[src/rtl/store_buffer.sv]
// store_buffer: FIFO of pending word stores ahead of data memory with load forwarding (optional STORE_MERGE_EN)
module store_buffer #(
  parameter int DEPTH = 4,
  parameter int PTR_W = 2
) (
  input  logic             clk,
  input  logic             rst,
  input  logic             st_valid,
  input  logic [31:0]      st_addr,
  input  logic [31:0]      st_data,
  input  logic [31:0]      st_pc,
  output logic             st_ready,
  input  logic [31:0]      ld_addr,
  output logic             ld_hit,
  output logic [31:0]      ld_data,
  input  logic             dm_ready,
  output logic             dm_we,
  output logic [31:0]      dm_addr,
  output logic [31:0]      dm_data,
  output logic [31:0]      dm_pc,
  output logic [PTR_W:0]   count,
  output logic             empty,
  output logic             full
);
  logic [31:0] e_addr [DEPTH];
  logic [31:0] e_data [DEPTH];
  logic [31:0] e_pc   [DEPTH];
  logic [DEPTH-1:0] valid;
  logic [PTR_W-1:0] head, tail, idx;
  logic push, pop, alloc, merge, can_merge;
  assign empty = count == '0;
  assign full  = count == (PTR_W+1)'(DEPTH);
  assign dm_we   = !empty;
  assign dm_addr = empty ? '0 : e_addr[head];
  assign dm_data = empty ? '0 : e_data[head];
  assign dm_pc   = empty ? '0 : e_pc[head];
  assign pop = dm_we & dm_ready;
`ifdef STORE_MERGE_EN
  logic [PTR_W-1:0] last;
  assign last = tail - PTR_W'(1);
  // A store to the youngest entry's word folds into it, unless that entry is leaving this cycle
  assign can_merge = !empty && ((e_addr[last] >> 2) == (st_addr >> 2)) && !(last == head && pop);
`else
  assign can_merge = 1'b0;
`endif
  assign st_ready = !full | can_merge;
  assign push  = st_valid & st_ready;
  assign alloc = push & !can_merge;
  assign merge = push & can_merge;
  // Scan oldest to youngest so the youngest matching entry wins
  always_comb begin
    ld_hit  = 1'b0;
    ld_data = '0;
    idx     = head;
    for (int i = 0; i < DEPTH; i++) begin
      idx = head + PTR_W'(i);
      if (valid[idx] && ((e_addr[idx] >> 2) == (ld_addr >> 2))) begin
        ld_hit  = 1'b1;
        ld_data = e_data[idx];
      end
    end
  end
  // Entry storage, pointers and occupancy
  always_ff @(posedge clk or negedge rst) begin
    if (!rst) begin
      head  <= '0;
      tail  <= '0;
      count <= '0;
      valid <= '0;
      for (int i = 0; i < DEPTH; i++) begin
        e_addr[i] <= '0;
        e_data[i] <= '0;
        e_pc[i]   <= '0;
      end
    end else begin
      if (alloc) begin
        e_addr[tail] <= st_addr;
        e_data[tail] <= st_data;
        e_pc[tail]   <= st_pc;
        valid[tail]  <= 1'b1;
        tail         <= tail + PTR_W'(1);
      end
`ifdef STORE_MERGE_EN
      if (merge) begin
        e_data[last] <= st_data;
        e_pc[last]   <= st_pc;
      end
`endif
      if (pop) begin
        valid[head] <= 1'b0;
        head        <= head + PTR_W'(1);
      end
      count <= count + (PTR_W+1)'(alloc) - (PTR_W+1)'(pop);
    end
  end
`ifndef STORE_MERGE_EN
  logic unused_merge;
  assign unused_merge = merge;
`endif
endmodule

[config.mk]
export PLATFORM = sky130hd
export DESIGN_NAME = store_buffer
export DESIGN_NICKNAME = d
export VERILOG_FILES = /design/src/rtl/store_buffer.sv
export SDC_FILE = /design/constraint.sdc
export NUM_CORES = 1
export LEC_CHECK = 0
export BUFFER_PORTS_ARGS = -buffer_cell sky130_fd_sc_hd__buf_2
export CAP_MARGIN = 20
export CORE_ASPECT_RATIO = 1.75
export CORE_MARGIN = 2
export CORE_UTILIZATION = 42
export CTS_CLUSTER_DIAMETER = 120
export DETAILED_ROUTE_END_ITERATION = 6
export GPL_TIMING_DRIVEN = 0
export PLACE_DENSITY = 0.63
export SLEW_MARGIN = 20
export SYNTH_ARGS = -nofsm -noshare
export SYNTH_HDL_FRONTEND = slang
export SYNTH_SLANG_ARGS = --single-unit
[constraint.sdc]
create_clock -name clk -period 6.9 [get_ports clk]
set_clock_uncertainty 0.05 [all_clocks]
set_input_delay 1.38 -clock clk [delete_from_list [all_inputs] [get_ports clk]]
set_output_delay 1.38 -clock clk [all_outputs]
set_load 0.02 [all_outputs]
==> flow_summary.ini, run 1 <==
[status]
status = finished clean

[global_routing]
grt-ovfl-total = 0
antenna_found_initial = 14
grt_pass1_wl_mm = 142
grt_pass1_vias = 21000
grt_use_total_pct = 30.6
grt_max_degree = 99

[critical_path]
required_ns = 5.47
end_kind = primary output
cp.arrival_ns = 5.40
cp-start-kind = register
crit_type = register to primary output
worstPathMaxFanout = 10

[power]
share_comb_of_total_power_pct = 64.0
p_int_mw = 11.0
p_clk_share_pct = 11.7
p_sw_mw = 8.76
p_total_mw = 19.8
leakage_nw = 12.5
ir_drop_mv = 0.348
swShare_pct = 44.3
power_density_nw_per_um2 = 645
p_seq_share_pct = 24.3

[synth]
syn_inst = 1967
ys_seq_area_share_pct = 37.9
synthFlopType = dfrtp_1
syn_avg_cell_area_sq_um = 13.3
syn_area_sq_um = 26100
yosysWarnings = 0
ys_ff_latch = 395
ys_async_sr_fraction_pct = 100
synth_fp_nets = 2110
ys_types = 68
synth-edff-count = 0

[floorplan]
coreArea_sq_um = 61400
start_util_pct = 42.5
ioPinCount = 268
rows = 120
die_area_sq_um = 64200
die_w_um = 192
fp.dieH_um = 334

[cells_and_area]
fillers = 5444
drive_gt1_share_pct = 50.5
synthToLayoutAreaGrowth_pct = 17.4
final_cell_mix = dfrtp_1 (395), mux2_2 (393), buf_2 (279), mux4_2 (221), mux2i_1 (92)
nets = 2419
layout_commonest_cell = dfrtp_1
fin_cells = 3101
multiInputGateArea_sq_um = 15400
ff_latch_area_sq_um = 9880

[clock_tree]
clock-sinks = 395
holdBufCountCts = 0
numCtsBuffers = 41
ctsHtreeMaxLevel = 2
cts_max_path_buffers = 3
cts_root_buf = clkbuf_16
clk_pin_slew_worst_paths_ns = 0.06
clk_latency_ns = 0.58
tritoncts = built

[timing]
tns_ns = 0
tightest_slew_ns = 1.14
clock.fmax_mhz = 147
fin_ws_ns = 0.0746
hold_viol = 0
fin_crit_ns = 6.83
slew_headroom_pct = 23.9
finalSetupViolations = 0
holdWs_ns = 0.449
post-route-period-util_pct = 98.9
timing.final.max_slew_violations = 0

[routing]
ant_nets = 0
drt_wl_total_mm = 97.3
vias = 19700
drtIter0Drc = 1324
route.detailed.drc = 0
firstDrtPassIters = 5
viasPerCell = 6.34
wl_per_cell_um = 31.4

[place]
place_ws_ns = -0.944
dp_hpwl_mm = 73.5
post-place-cells = 3015
numPortBuffers = 251
finalWeightedCongestion = 1.02

[run]
maxCapViolations = 0

[worst_hold_path]
hold_path.class = register to register
==> flip-flops by register name, summed over array words and instances, names as in the netlist <==
signal	cells
valid	4
e_pc	128
e_addr	128
count	3
tail	2
e_data	128
head	2
==> through the flow <==
step | instance area [sq um] | util (%)
2_1_floorplan | 26100 | -
3_3_place_gp | 28400 | 46.2
3_5_place_dp | 28500 | 46.4
6_report | 30700 | 49.9
4_1_cts | 30600 | 49.8
5_1_grt | 30700 | 49.9
==> synthesized netlist by cell type, drive strengths merged (5+ instances only) <==
| cell | number | share of area, % |
|---|---|---|
| a22oi | 6 | 0.17 |
| o22ai | 11 | 0.26 |
| inv | 52 | 0.75 |
| nand2 | 35 | 0.50 |
| and3 | 5 | 0.12 |
| a221oi | 6 | 0.20 |
| buf | 117 | 2.7 |
| o21ai | 21 | 0.42 |
| dfrtp | 395 | 38 |
| clkbuf | 60 | 0.93 |
| nor4 | 5 | 0.12 |
| nor3b | 29 | 0.83 |
| and2 | 59 | 1.4 |
| nand4 | 13 | 0.31 |
| nand3 | 13 | 0.25 |
| nor3 | 7 | 0.20 |
| a211oi | 7 | 0.20 |
| xor2 | 26 | 0.87 |
| o2bb2ai | 6 | 0.20 |
| o211ai | 5 | 0.14 |
| mux2 | 393 | 17 |
| mux4 | 237 | 21 |
| nor2 | 84 | 1.3 |
| mux2i | 107 | 4.1 |
| ha | 10 | 0.48 |
| o221ai | 34 | 1.8 |
| xnor2 | 71 | 2.4 |
| a21oi | 103 | 2.0 |
==> critical path, cell delays in order, from the launching register on <==
cell      delay [ns]
dfrtp_1         0.39
buf_6           0.21
buf_2           0.44
buf_4           0.37
buf_4           0.33
mux4_2          0.35
xnor2_1         0.47
nand4_1         0.19
nor3_1          0.48
and3_1          0.26
buf_2           0.20
clkbuf_1        0.49
a21oi_1         0.17
a21oi_2         0.24
buf_4           0.18
==> layer usage <==
metal	vias to the layer above	part of all wire [%]	track usage, %
met3	335	6.4	5.30
met2	957	52	54.8
met5	-	0.12	0
met1	10200	34	33.0
met4	18	7.4	19.1
li1	8147	-	-
==> power by group through the flow <==
stage                     logic, mW  registers, mW  clock network, mW
final                          12.6           4.80               2.32
after global placement         11.8           4.60                  0
after global routing           13.2           4.96               2.45
after detailed placement       11.9           4.76                  0
after floorplan                8.48           4.29                  0
after CTS                      12.6           4.75               2.37
==> layout make-up <==
cell class / instances / area share [%]
repair buffers: 270 / 5.16
diodes: 4 / 0.0327
flip-flops and latches: 395 / 32.2
plain buffers: 175 / 3.81
multi-input cells: 1341 / 50.4
well taps: 793 / 3.24
inverters: 52 / 0.653
clock buffers: 53 / 3.62
clock inverters: 18 / 0.886
==> path summary, 6_finish.rpt <==
check	cells after the start	slack [ns]	endpoint	start
max in group asynchronous	3	4.97	e_pc[118]$_DFFE_PN0P_	rst
hold reg to reg	1	0.45	e_pc[51]$_DFFE_PN0P_	e_pc[51]$_DFFE_PN0P_
setup / recovery	14	0.07	ld_data[26]	head[1]$_DFFE_PN0P_
hold / removal	1	0.45	e_pc[51]$_DFFE_PN0P_	e_pc[51]$_DFFE_PN0P_
setup reg to reg	14	2.73	head[1]$_DFFE_PN0P_	head[1]$_DFFE_PN0P_
min in group asynchronous	1	0.59	e_addr[22]$_DFFE_PN0P_	rst
==> repair_timing <==
action | in CTS | in global routing
gates cloned | 2 | 0
gates resized for setup | 119 | 19
pin swaps | 10 | 7
buffers inserted | 13 | 0
endpoints found under the setup margin | 37 | 32
==> logic make-up after synthesis <==
logic type	synth area share, %
AOI/OAI and AO/OA	6.78
xor gates and xnor gates	3.25
adders and majority gates	0.556
buffers and inverters	4.50
DFF	37.9
muxes	41.7
and+or+nand+nor	5.39
Power figures use the tool's default switching activity.
==> inputs of run 2 (changes only) <==
--- a/config.mk
+++ b/config.mk
@@ -8,12 +8,12 @@
 export BUFFER_PORTS_ARGS = -buffer_cell sky130_fd_sc_hd__buf_2
 export CAP_MARGIN = 20
 export CORE_ASPECT_RATIO = 1.75
-export CORE_MARGIN = 2
 export CORE_UTILIZATION = 42
 export CTS_CLUSTER_DIAMETER = 120
 export DETAILED_ROUTE_END_ITERATION = 6
 export GPL_TIMING_DRIVEN = 0
 export PLACE_DENSITY = 0.63
+export RECOVER_POWER = 100
 export SLEW_MARGIN = 20
 export SYNTH_ARGS = -nofsm -noshare
 export SYNTH_HDL_FRONTEND = slang
==> run 2 against run 1 <==
Effect of this change: the run now ends with max-capacitance violations, max-slew violations, negative setup slack left; wire length grew 0.29%; combinational power hardly changed; largest cell class unchanged; via count is 0.14% higher; final cell count barely moved; global-route usage is 0.24 points higher; first-iteration DRC count up 17%; hold slack better by 0.0027 ns; critical endpoint is now ld_data[0]; flip-flop and latch count is the same.
==> flow_summary.ini, run 2 (synthesis gave the netlist of run 1 again) <==
[routing]
drt_wl_total_mm = 97.6
ant_nets = 0
drtIter0Drc = 1555
route.detailed.drc = 0
vias = 19700
wl_per_cell_um = 31.5
firstDrtPassIters = 6
viasPerCell = 6.35

[timing]
holdWs_ns = 0.452
hold_viol = 0
timing.final.max_slew_violations = 214
finalSetupViolations = 1
tightest_slew_ns = 4.02
clock.fmax_mhz = 145
slew_headroom_pct = -168
post-route-period-util_pct = 100
fin_ws_ns = -0.0161
fin_crit_ns = 6.92
tns_ns = -0.0161

[global_routing]
top_usage_layer = met2
grt-ovfl-total = 0
grt_max_degree = 99
antenna_found_initial = 7
globalRouteMet3Util_pct = 4.42
grt_pass1_vias = 20900
grt_use_met1_pct = 33.8
grt_use_total_pct = 30.8
met2_usage_pct = 55.3
grt_pass1_wl_mm = 141

[place]
dp_hpwl_mm = 73.9
finalWeightedCongestion = 1.00
placedInstanceArea_sq_um = 28500
numPortBuffers = 251

[critical_path]
required_ns = 5.47
cp.arrival_ns = 5.49
cpPeakStageDelay_ns = 0.88
cp_top_family = buffers and inverters
crit_type = register to primary output
worst-path-buf-inv = 10
critPathLaunch = head[0]$_DFFE_PN0P_
cp-start-kind = register
timing.critical_path.mode_cell = buf_4
cpMaxStageDelayCell = a2111oi_1
end_kind = primary output
worstPathMaxFanout = 10
r2r-start = head[0]$_DFFE_PN0P_
cp_cell_sequence = buf_12 -> buf_16 -> buf_4 -> buf_12 -> buf_4 -> buf_4 -> buf_4 -> buf_4 -> o21ai_0 -> a2111oi_1 -> o2111ai_2 -> nor2_4 -> buf_6 -> o221ai_2 -> a21oi_2 -> buf_2

[floorplan]
die_w_um = 190
rows = 120
coreArea_sq_um = 61300
start_util_pct = 42.6
fp.dieH_um = 332
ioPinCount = 268
die_area_sq_um = 63200

[power]
p_clk_share_pct = 11.2
share_comb_of_total_power_pct = 64.3
leakage_nw = 12.3
p_seq_share_pct = 24.4
swShare_pct = 44.8
ir_drop_mv = 0.320
power_density_nw_per_um2 = 646
p_int_mw = 10.9
p_sw_mw = 8.83

[clock_tree]
cts_max_path_buffers = 3
cts_root_buf = clkbuf_16
tritoncts = built
ctsHtreeMaxLevel = 2
clk_latency_ns = 0.58
clock-sinks = 395
holdBufCountCts = 0
numCtsBuffers = 39
clk_pin_slew_worst_paths_ns = 0.07

[cells_and_area]
nets = 2421
layout_commonest_cell = dfrtp_1
synthToLayoutAreaGrowth_pct = 16.9
fillers = 5470
final_cell_mix = dfrtp_1 (394), mux2_2 (391), mux4_2 (221), buf_2 (195), clkbuf_1 (145)
multiInputGateArea_sq_um = 15400
utilization_pct = 49.8
drive_gt1_share_pct = 47.6
largestRegisters = e_addr: 128 flops, e_data: 128 flops, e_pc: 128 flops
ff_latch_area_sq_um = 9890
fin_area_sq_um = 30500

[run]
maxCapViolations = 3

[status]
violations = max-capacitance violations, max-slew violations, negative setup slack
status = finished with violations

[worst_hold_path]
hold_path.class = register to register
min_from = e_pc[78]$_DFFE_PN0P_
==> run 2: cell count changes in the layout (fill, tap and decap cells not counted), moves of 6 or more <==
cell / previous run / this run
and2_0: 2 / 14
clkbuf_2: 2 / 24
and2_1: 57 / 45
xnor2_2: 7 / 1
buf_2: 279 / 195
buf_1: 35 / 11
clkbuf_1: 56 / 145
==> run 2: what timing repair did <==
action	4_1_cts	5_1_grt
cloned	1	2
gates resized for setup	109	45
setup endpoints to repair	37	25
pin swaps	6	6
buffers inserted	8	6
==> run 2: through the flow <==
step / cells / total power [mW] / setup WS [ns]
2_1_floorplan: 1967 / 12.8 / 1.05
3_3_place_gp: 3011 / 16.4 / -3.11
3_5_place_dp: 3015 / 16.7 / -0.979
4_1_cts: 3091 / 19.5 / 0.00878
5_1_grt: 3100 / 20.5 / -0.0104
6_report: 3104 / 19.7 / -0.0161
==> run 2: layout make-up <==
class / instances / area share (%)
diodes: 5 / 0.0410
well taps: 793 / 3.25
clock buffers: 51 / 3.58
inverters: 52 / 0.664
clock inverters: 18 / 0.717
repair buffers: 272 / 4.81
plain buffers: 177 / 4.02
multi-input cells: 1341 / 50.5
flip-flops and latches: 395 / 32.4
==> run 2: path summary, 6_finish.rpt <==
kind / to / slack [ns] / depth (start not counted)
max: ld_data[0] / -0.02 / 16
min: e_pc[78]$_DFFE_PN0P_ / 0.45 / 1
max reg2reg: head[1]$_DFFE_PN0P_ / 2.65 / 17
min reg2reg: e_pc[78]$_DFFE_PN0P_ / 0.45 / 1
max in group asynchronous: e_pc[77]$_DFFE_PN0P_ / 0.92 / 3
min in group asynchronous: e_data[24]$_DFFE_PN0P_ / 2.17 / 1
==> run 2: power groups by stage <==
stage	registers (mW)	clock network [mW]	logic (mW)
2_1_floorplan	4.29	0	8.48
3_3_place_gp	4.60	0	11.8
3_5_place_dp	4.76	0	11.9
4_1_cts	4.75	2.26	12.5
5_1_grt	4.96	2.34	13.2
6_report	4.82	2.21	12.7
==> run 2: worst reg2reg max path: stages (launching register included) <==
cell             delay, ns
dfrtp_2               0.41
buf_12                0.13
buf_16                0.11
buf_16                0.16
inv_8                 0.09
clkbuf_16             0.18
buf_12                0.16
ha_1                  0.34
buf_12                0.16
buf_12                0.18
buf_12                0.20
buf_12                0.20
buf_6                 0.24
buf_2                 0.40
buf_2                 0.38
clkdlybuf4s15_2       0.59
nand2_1               0.08
o21ai_0               0.10
==> run 2: routing by layer <==
| layer | up-vias | routed length (um) | part of all wire (%) |
|---|---|---|---|
| li1 | 8149 | - | - |
| met5 | - | 57 | 0.058 |
| met1 | 10300 | 33500 | 34 |
| met4 | 10 | 7060 | 7.2 |
| met2 | 958 | 51100 | 52 |
| met3 | 321 | 5940 | 6.1 |
==> inputs of run 3 (changes only) <==
--- a/config.mk
+++ b/config.mk
@@ -18,3 +18,4 @@
 export SYNTH_ARGS = -nofsm -noshare
 export SYNTH_HDL_FRONTEND = slang
 export SYNTH_SLANG_ARGS = --single-unit
+export TNS_END_PERCENT = 5
==> run 3 against run 2 <==
Effect of this change: the run still ends with max-capacitance violations, max-slew violations, negative setup slack left; wire length is 0.44% lower; hold slack barely moved; sequential power hardly changed; register-to-register slack barely moved; total power fell by 0.41%; setup slack improved by 0.015 ns; global-route usage is the same; flip-flop and latch count unchanged; die area stayed put; via count fell by 0.23%; largest power group unchanged.
==> flow_summary.ini, run 3 (synthesis gave the netlist of run 1 again) <==
[status]
status = finished with violations
violations = max-capacitance violations, max-slew violations, negative setup slack

[routing]
wl_per_cell_um = 31.4
viasPerCell = 6.34
drtIter0Drc = 1499
vias = 19700
firstDrtPassIters = 5
route.detailed.drc = 0
ant_nets = 0
drt_wl_total_mm = 97.2

[floorplan]
ioPinCount = 268
die_area_sq_um = 63200
coreArea_sq_um = 61300
start_util_pct = 42.6
rows = 120
fp.dieH_um = 332
die_w_um = 190

[cells_and_area]
final_cell_mix = dfrtp_1 (394), mux2_2 (391), mux4_2 (221), buf_2 (209), clkbuf_1 (145)
synthToLayoutAreaGrowth_pct = 16.8
fin_area_sq_um = 30500
layout_commonest_cell = dfrtp_1
fillers = 5473
nets = 2419
drive_gt1_share_pct = 47.5
largestRegisters = e_addr: 128 flops, e_data: 128 flops, e_pc: 128 flops

[clock_tree]
holdBufCountCts = 0
ctsHtreeMaxLevel = 2
tritoncts = built
clk_latency_ns = 0.58
cts_max_path_buffers = 3
numCtsBuffers = 39
clock-sinks = 395
cts_root_buf = clkbuf_16
clk_pin_slew_worst_paths_ns = 0.07

[global_routing]
globalRouteMet3Util_pct = 4.42
antenna_found_initial = 7
met2_usage_pct = 55.3
grt_use_met1_pct = 33.8
grt_pass1_vias = 20900
grt_pass1_wl_mm = 141
grt_max_degree = 99
grt_use_total_pct = 30.8
top_usage_layer = met2
grt-ovfl-total = 0

[critical_path]
r2r-start = head[0]$_DFFE_PN0P_
timing.critical_path.mode_cell = buf_12
cp-start-kind = register
cp_cell_sequence = buf_12 -> buf_16 -> buf_16 -> inv_8 -> clkbuf_16 -> buf_12 -> ha_1 -> buf_12 -> buf_12 -> buf_16 -> mux2i_4 -> a2bb2oi_1 -> o211ai_1 -> a221oi_1 -> nand4_1 -> clkbuf_4 -> buf_2 -> nor3b_2 -> o221ai_2 -> a21oi_2 -> buf_4
end_kind = primary output
cpPeakStageDelay_ns = 0.41
cpMaxStageDelayCell = dfrtp_2
worstRegToRegCells = 17
reg2reg_slack_ns = 2.66
worstPathMaxFanout = 11
rr_endpoint = head[1]$_DFFE_PN0P_
crit_type = register to primary output
cp.arrival_ns = 5.47
required_ns = 5.47

[timing]
rsz0062_at_grt = true
timing.final.max_slew_violations = 214
fin_ws_ns = -0.00145
finalSetupViolations = 1
tightest_slew_ns = 4.04
slew_headroom_pct = -169
fin_crit_ns = 6.90
hold_viol = 0
holdWs_ns = 0.451
clock.fmax_mhz = 145
post-route-period-util_pct = 100

[power]
leakage_nw = 12.3
power_density_nw_per_um2 = 644
ir_drop_mv = 0.322
p_int_mw = 10.8
p_sw_mw = 8.79
p_seq_share_pct = 24.5
share_comb_of_total_power_pct = 64.2
swShare_pct = 44.8
p_clk_share_pct = 11.3

[run]
maxCapViolations = 3

[worst_hold_path]
holdPathEnd = e_pc[36]$_DFFE_PN0P_
min_from = e_pc[36]$_DFFE_PN0P_
hold_depth = 1
hold_path.class = register to register

[place]
place_ws_ns = -0.979
dp_hpwl_mm = 73.9
numPortBuffers = 251
finalWeightedCongestion = 1.00
placedInstanceArea_sq_um = 28500
run 3: timing repair:
item	in CTS	in global routing
setup endpoints to repair	37	25
gates resized for setup	109	43
pin swaps	6	5
gates cloned	1	1
setup buffers	8	5
run 3: stage by stage:
stage	power, mW	utilization [%]	instances	TNS (ns)
2_1_floorplan	12.8	-	1967	0
3_3_place_gp	16.4	46.3	3011	-1215.06
3_5_place_dp	16.7	46.5	3015	-25.49
4_1_cts	19.5	49.6	3091	0
5_1_grt	20.4	49.8	3098	-0.0239
6_report	19.6	49.8	3100	-0.00145
run 3: metal layers:
metal / part of all wire (%) / routed length [um]
met1: 35 / 33700
met5: 0.059 / 57
met4: 7.1 / 6900
met3: 5.6 / 5440
met2: 53 / 51100
run 3: power by group through the flow:
stage                     clock, mW  combinational, mW  sequential (mW)
after CTS                      2.26               12.5             4.75
after detailed placement          0               11.9             4.76
after global routing           2.34               13.1             4.96
final                          2.21               12.6             4.81
after global placement            0               11.8             4.60
after floorplan                   0               8.48             4.29
run 3: critical path: cells and delay by family, from the launching register on:
kind,cells,cell delay [ns]
fa+ha+maj,1,0.33
simple gates,2,0.53
buf+inv,12,2.08
compound gates,5,1.12
mux,1,0.38
flops,1,0.41
run 3: worst max-delay path by stage:
stage,from,endpoint,slack (ns),cells past startpoint
after detailed placement,head[0]$_DFFE_PN0P_,ld_data[2],-0.98,22
after global routing,head[0]$_DFFE_PN0P_,ld_data[30],-0.01,21
final,head[0]$_DFFE_PN0P_,ld_data[27],-0.001,21
after floorplan,head[0]$_DFFE_PN0P_,ld_data[10],1.05,18
after global placement,rst,e_pc[35]$_DFFE_PN0P_,-3.11,1
after CTS,head[0]$_DFFE_PN0P_,ld_data[0],0.009,21
run 3: cell type report:
type / instances / area (sq um) / area share (%)
buffer: 177 / 1230 / 4.02
sequential: 395 / 9890 / 32.4
multi-input combinational: 1341 / 15400 / 50.6
clock buffer: 51 / 1090 / 3.58
tap: 793 / 992 / 3.25
antenna: 3 / 7.51 / 0.0246
inverter: 52 / 203 / 0.665
clock inverter: 18 / 219 / 0.718
timing repair buffer: 270 / 1430 / 4.70
